[src/rtl/store_buffer_pkg.sv]
// Shared types for the store buffer: entry layout, byte-offset width and word-address helper.
package store_buffer_pkg;

    localparam int SB_XLEN   = 32;
    localparam int SB_AWIDTH = 32;
    localparam int SB_BYTES  = SB_XLEN / 8;
    localparam int BYTE_OFF  = $clog2(SB_XLEN / 8);

    typedef struct packed {
        logic [SB_AWIDTH-1:0] waddr;
        logic [SB_XLEN-1:0]   data;
        logic [SB_BYTES-1:0]  be;
    } sb_entry_t;

    function automatic logic [SB_AWIDTH-1:0] word_addr(input logic [SB_AWIDTH-1:0] a);
        return {a[SB_AWIDTH-1:BYTE_OFF], {BYTE_OFF{1'b0}}};
    endfunction

endpackage

[src/rtl/store_buffer.sv]
// In-order store buffer between MEM stage and a single-port data memory, with load-hazard match.
// Define STORE_BUFFER_MERGE_EN to coalesce same-word pushes into the newest non-head entry.
module store_buffer
    import store_buffer_pkg::*;
#(
    parameter int XLEN   = SB_XLEN,
    parameter int AWIDTH = SB_AWIDTH,
    parameter int DEPTH  = 4
) (
    input  logic              clk,
    input  logic              rst_n,
    input  logic              st_valid,
    output logic              st_ready,
    input  logic [AWIDTH-1:0] st_addr,
    input  logic [XLEN-1:0]   st_wdata,
    input  logic [XLEN/8-1:0] st_be,
    output logic              mem_req,
    input  logic              mem_gnt,
    output logic [AWIDTH-1:0] mem_addr,
    output logic [XLEN-1:0]   mem_wdata,
    output logic [XLEN/8-1:0] mem_be,
    input  logic              ld_valid,
    input  logic [AWIDTH-1:0] ld_addr,
    output logic              ld_hit,
    output logic              sb_empty
);

    localparam int BYTES = XLEN / 8;
    localparam int PW    = $clog2(DEPTH);
    localparam logic [PW:0] CNT_FULL = (PW+1)'(DEPTH);
    localparam logic [PW:0] CNT_ONE  = (PW+1)'(1);

    sb_entry_t         ent [DEPTH];
    sb_entry_t         head;
    logic [PW-1:0]     rd_ptr, wr_ptr, last_ptr;
    logic [PW:0]       count;
    logic [AWIDTH-1:0] st_waddr, ld_waddr;
    logic              full, merge, accept, alloc, pop;
    logic [DEPTH-1:0]  hit_vec;

    assign st_waddr = word_addr(st_addr);
    assign ld_waddr = word_addr(ld_addr);
    assign last_ptr = wr_ptr - 1'b1;
    assign full     = (count == CNT_FULL);

`ifdef STORE_BUFFER_MERGE_EN
    sb_entry_t merged;

    // Never merge into the head: it may be on the bus this very cycle.
    assign merge = (count > CNT_ONE) && (ent[last_ptr].waddr == st_waddr);

    always_comb begin
        merged    = ent[last_ptr];
        merged.be = ent[last_ptr].be | st_be;
        for (int b = 0; b < BYTES; b++)
            if (st_be[b]) merged.data[8*b +: 8] = st_wdata[8*b +: 8];
    end
`else
    assign merge = 1'b0;
`endif

    // No full-cycle bypass: a same-cycle pop does not open st_ready.
    assign st_ready = !full || merge;
    assign accept   = st_valid && st_ready && (st_be != '0);
    assign alloc    = accept && !merge;
    assign mem_req  = (count != '0);
    assign pop      = mem_req && mem_gnt;
    assign sb_empty = !mem_req;

    always_ff @(posedge clk or negedge rst_n) begin
        if (!rst_n) begin
            rd_ptr <= '0;
            wr_ptr <= '0;
            count  <= '0;
        end else begin
            if (alloc) wr_ptr <= wr_ptr + 1'b1;
            if (pop)   rd_ptr <= rd_ptr + 1'b1;
            case ({alloc, pop})
                2'b10:   count <= count + 1'b1;
                2'b01:   count <= count - 1'b1;
                default: count <= count;
            endcase
        end
    end

    // Payload storage needs no reset; validity comes from rd_ptr/count.
    always_ff @(posedge clk) begin
        if (alloc)
            ent[wr_ptr] <= '{waddr: st_waddr, data: st_wdata, be: st_be};
`ifdef STORE_BUFFER_MERGE_EN
        else if (accept)
            ent[last_ptr] <= merged;
`endif
    end

    assign head      = ent[rd_ptr];
    assign mem_addr  = mem_req ? head.waddr : '0;
    assign mem_wdata = mem_req ? head.data  : '0;
    assign mem_be    = mem_req ? head.be    : '0;

    for (genvar i = 0; i < DEPTH; i++) begin : g_ld
        logic [PW-1:0] off;
        assign off        = PW'(i) - rd_ptr;
        assign hit_vec[i] = ({1'b0, off} < count) && (ent[i].waddr == ld_waddr);
    end

    assign ld_hit = ld_valid && (|hit_vec);

endmodule
[config.mk]
export PLATFORM = sky130hd
export DESIGN_NAME = store_buffer
export DESIGN_NICKNAME = d
export VERILOG_FILES = /design/src/rtl/store_buffer_pkg.sv /design/src/rtl/store_buffer.sv
export SDC_FILE = /design/constraint.sdc
export NUM_CORES = 1
export LEC_CHECK = 0
export ABC_CLOCK_PERIOD_IN_PS = 6100
export CAP_MARGIN = 20
export CORE_MARGIN = 2
export CORE_UTILIZATION = 45
export CTS_CLUSTER_DIAMETER = 30
export CTS_CLUSTER_SIZE = 10
export DETAILED_ROUTE_END_ITERATION = 12
export PLACE_DENSITY_LB_ADDON = 0.08
export SYNTH_ARGS = -nofsm -noshare
export SYNTH_HDL_FRONTEND = slang
export SYNTH_SLANG_ARGS = --single-unit
[constraint.sdc]
create_clock -name clk -period 6.1 [get_ports clk]
set_input_delay 1.525 -clock clk [delete_from_list [all_inputs] [get_ports clk]]
set_output_delay 1.525 -clock clk [all_outputs]
set_load 0.005 [all_outputs]
Yosys cells after proc, flatten, opt, wreduce, memory -nomap -nowiden
Memories as Yosys holds them, arrays and structs flattened.
Cells that the tools add are included.
{ "word_totals": {"register_bits": 7, "ram_bits": 264, "inputBits": 105, "output_inout_bits": 72, "memories": 1} }
{ "classes": {"addsub": 8, "n_lt_le_gt_ge": 4, "n_eq_ne": 7, "mux": 6, "n_reduce_logical": 14} }
{ "memory_table": {"columns": ["memory", "words", "width", "read_ports", "rd_clocked_by_memory_dff", "wr", "line_no", "source"], "rows": [
  ["ent", 4, 66, 5, 0, 1, "store_buffer.sv:33", "sb_entry_t ent [DEPTH];"]
]} }
{ "op_table": {"columns": ["op", "n"], "rows": [
  ["== test 32 bit", 4],
  ["two-way mux 32 bit", 2],
  ["less-than comparator 2 x 3 -> 1 bit", 4],
  ["logical AND 1 bit", 8],
  ["one-hot mux 3 bit (2 select lines)", 1],
  ["adder 2 x 1 -> 2 bit (second input constant)", 2],
  ["two-way mux 4 bit", 1],
  ["nonzero test 4 bit", 1],
  ["OR reduction 4 bit", 1],
  ["subtractor 1 x 2 -> 2 bit (first input constant)", 2],
  ["subtractor 2 bit (first input constant)", 2],
  ["adder 3 x 1 -> 3 bit (second input constant)", 1],
  ["== test 3 bit (second input constant)", 1],
  ["nonzero test 3 bit", 1],
  ["subtractor 3 x 1 -> 3 bit (second input constant)", 1],
  ["== test 2 x 1 -> 1 bit (second input constant)", 1],
  ["== test 2 bit (second input constant)", 1],
  ["zero test 1 bit", 2],
  ["two-way mux 1 bit", 2],
  ["nonzero test 2 bit", 1]
]} }

Depth between registers and ports, before layout
{ "logic_depth": {"ltp_word": 6, "depth_mapped": 10, "depth_no_buf": 10} }

Worst setup path before layout
OpenSTA, ideal clock, no wires.
{ "synth_path": {"path_type": "input -> output", "start": "input ld_addr[12]", "end": "output ld_hit", "t_arrival_ps": 2492, "required_time_ps": 4575, "path_slack_ps": 2083, "cell_stages": 5, "path_cell_list": "xor2_1 > nor4_1 > nand4_1 > a2111oi_0 > or4_1"} }
{ "synth_between": {"elab_chain_len": 4, "elab_cells_between_ends": 10} }
{ "synth_rtl": {"columns": ["item", "line_no", "source"], "rows": [
  ["start, declared", "store_buffer.sv:23", "input logic [AWIDTH-1:0] ld_addr,"],
  ["== test 32 bit", "store_buffer.sv:104", "assign hit_vec[i] = ({1'b0, off} < count) && (ent[i].waddr == ld_waddr);"],
  ["logical AND 1 bit", "store_buffer.sv:104", null],
  ["OR reduction 4 bit *", "store_buffer.sv:107", "assign ld_hit = ld_valid && (|hit_vec);"],
  ["logical AND 1 bit *", "store_buffer.sv:107", null],
  ["end, declared", "store_buffer.sv:24", "output logic ld_hit,"]
]} }
Every way passes the cells marked *; elsewhere a longest branch is shown, timed or not.

Final worst setup path
{ "layout_path": {"start": "input ld_addr[25]", "end": "output ld_hit"} }
The elaborated chain is that of the path after synthesis.

==> run_results.csv <==
group,metric,value,unit
timing,setup_viol,0,
clocking,cts_setup_buffers,0,
floorplanning,rows,59,
placed_design,dp_hpwl,18.5,mm
routing,routed_via_density,5.29,
routing,ant_nets,0,
pwr,switching_share,27.2,%
pwr,p_seq_share,33.0,%
routing,route.detailed.drc,0,
synthesis,yosysTopAreaCell,"edfxtp_1",
placed_design,portBuffers,170,
clocking,cts-hold-fix-buffers,0,
placed_design,gp_congestion,0.846,
routing,highest_layer,"met5",
floorplanning,core-area,25900,µm²
pwr,ir_worst_vdd,0.267,mV
timing,slew_headroom,47.2,%
clocking,clk_latency,540,ps
cells_and_area,nFillCells,1909,
synthesis,ys_ff_latch,271,
routing,met2_wirelength,14.0,mm
routing,first_pass_iters,4,
timing,rsz0062_at_grt,"false",
clocking,post_cts_resized,0,
cells_and_area,drive_above_1_share,19.5,%
run_status,outcome,"finished clean",
critical_path,worstPathRequired,4580,ps
global_routing,grt_usage,20.7,%
clocking,h-tree-depth,2,
synthesis,synth_edf_count,264,
cells_and_area,fin_cells,1233,
pwr,p_clk_share,37.3,%
pwr,p_sw,0.00223,W
routing,wl_met1,11.6,mm
clocking,clk_pin_slew_worst_paths,50,ps
hold_path,hold_path_class,"flip-flop to flip-flop",
global_routing,gr-total-overflow,0,
floorplanning,die_h,166,µm
floorplanning,die-width,166,µm
synthesis,synth.distinct_cells,28,
pwr,power.density,516,nW/µm²
synthesis,async_flop_share,2.58,%
timing,slew_violations,0,
routing,wl_per_cell,22.8,µm
routing,met3_length,2.13,mm
clocking,cts_tree,"built",
global_routing,grt_pass1_vias,7191,
floorplanning,die_area,27600,µm²
global_routing,antenna_found_initial,4,
global_routing,grt_first_pass_wirelength,43.0,mm
pwr,pwr-share-comb,29.7,%
critical_path,critPathLaunch,"ld_addr[25]",
synthesis,syn_inst,645,
synthesis,synth_top_family_by_area,"multiplexers",
placed_design,dp.cells,1134,
timing,report.final.hold_viol_count,0,
synthesis,muxShareOfSynthArea,12.6,%
synthesis,synth_warnings,0,
synthesis,synthAdderAreaFrac,1.12,%
routing,vias,6523,
synthesis,synth_top_cell_area_share,67.0,%
synthesis,synthesis.area,11800,µm²
cells_and_area,final_nets,968,
timing,max_freq,0.177,GHz
critical_path,timing.rr.start,"count[0]$_DFFE_PN0P_",
synthesis,yosys.area_share.simple,6.07,%
clocking,cts_num_sinks,271,
run,drv_cap,0,
hold_path,min_from,"count[1]$_DFFE_PN0P_",
clocking,cts_buffers,52,
timing,fin_crit,5660,ps
global_routing,grt_max_degree,52,
critical_path,critPathKind,"primary input to primary output",
critical_path,cp-end-kind,"primary output",
floorplanning,io_pins,177,
timing,tns,0,ps
cells_and_area,syn2layout_area_growth,34.4,%
clocking,clockBufferDepth,3,
pwr,p_int,0.00597,W
timing,skew,12.8,ps
clocking,root_buffer,"clkbuf_16",
timing,worstMarginPinSlew,793,ps
synthesis,synth_ff_type,"edfxtp_1",
synthesis,seq_area_frac_synth,68.5,%
critical_path,startpoint_type,"primary input",
floorplanning,initial_core_util,45.6,%
critical_path,cp_max_fo,4,
timing,post-route-period-util,92.8,%
synthesis,syn_area_per_cell,18.3,µm²
synthesis,synth_compound_area_share,0.783,%
synthesis,netlist_top_cells_area,"edfxtp_1 (67%), mux4_2 (13%), xor2_1 (8.4%), nor2b_1 (3.5%), dfrtp_1 (1.5%)",
pwr,p_leak,5.46,nW
routing,routed_wl,28.2,mm
routing,drtIter0Drc,427,
synthesis,synth_xor_area_share,9.41,%
placed_design,post-place-ws,470,ps
critical_path,cp.arrival,4140,ps
timing,worst_slack,438,ps
## layer usage
layer	vias to the layer above	global-route usage (%)
li1	2947	-
met1	3324	26.2
met2	210	34.4
met3	40	6.72
met4	2	5.82
met5	-	0
## critical path, cell delays in order
cell             delay [ps]
clkdlybuf4s50_1         580
xor2_1                  170
nor4_1                  620
nand3_1                 220
a2111oi_0               290
or4_1                   210
clkdlybuf4s50_1         510
## cells in the mapped netlist (all sizes together), types with 7 or more instances
| cell | n |
|---|---|
| buf | 14 |
| nor4 | 24 |
| nor2b | 67 |
| mux4 | 66 |
| edfxtp | 264 |
| dfrtp | 7 |
| clkbuf | 11 |
| xor2 | 114 |
| xnor2 | 13 |
| a21oi | 7 |
| ha | 9 |
| inv | 12 |
| nand4 | 8 |
## layout make-up
| type | instances | area (µm²) | area share [%] |
|---|---|---|---|
| diodes | 2 | 5.00 | 0.0315 |
| well taps | 335 | 419 | 2.64 |
| clock inverters | 38 | 544 | 3.43 |
| inverters | 12 | 45.0 | 0.284 |
| flip-flops and latches | 271 | 8110 | 51.0 |
| clock buffers | 59 | 1370 | 8.62 |
| repair buffers | 178 | 1830 | 11.5 |
| multi-input cells | 338 | 3560 | 22.4 |
## layout by cell type (no fill, tap or decap), drive strengths merged, types with 5 or more instances in the layout
cell type and count:
edfxtp 264, clkdlybuf4s50 170, xor2 114, nor2b 67, mux4 66, clkbuf 59, nor4 24, inv 17
clkinv 14, xnor2 13, bufinv 12, ha 9, nand4 8, buf 8, clkinvlp 7, a21oi 7
dfrtp 7, nand2 5
## flip-flops by register name (all words and copies together), names as in the netlist
name    count
rd_ptr      2
count       3
ent       264
wr_ptr      2
## power groups by stage
stage | sequential, W | clock [W] | combinational (W)
after global placement | 0.00273 | 0 | 0.00244
after global routing | 0.00275 | 0.00320 | 0.00263
final | 0.00270 | 0.00306 | 0.00244
after floorplan | 0.00259 | 0 | 0.00138
after detailed placement | 0.00275 | 0 | 0.00247
after CTS | 0.00271 | 0.00310 | 0.00250
## logic make-up (layout without fill, tap and decap cells)
logic type	Yosys count	in the layout
flops	271	271
xor+xnor	127	127
simple gates	119	119
mux	66	66
buf+inv	37	287
compound gates	14	14
fa+ha+maj	10	10
other cells	1	4
## final timing paths
| check | end | slack, ps | cells after the start |
|---|---|---|---|
| max | ld_hit | 440 | 7 |
| min | count[1]$_DFFE_PN0P_ | 530 | 2 |
| max reg2reg | ent[1][42]$_DFFE_PP_ | 3640 | 4 |
| min reg2reg | count[1]$_DFFE_PN0P_ | 530 | 2 |
| max in group asynchronous | rd_ptr[1]$_DFFE_PN0P_ | 4560 | 1 |
| min in group asynchronous | count[1]$_DFFE_PN0P_ | 1260 | 1 |
## stage by stage
stage / cell area [µm²] / hold WS [ps] / utilization (%) / power [W]
CTS: 15900 / 527 / 61.3 / 0.00831
global placement: 13900 / 490 / 53.6 / 0.00517
finish: 15900 / 528 / 61.3 / 0.00820
floorplan: 11800 / 472 / - / 0.00397
detailed placement: 14000 / 515 / 53.9 / 0.00522
global route: 15900 / 579 / 61.3 / 0.00857
No activity file was read; power rests on OpenSTA's default activity.
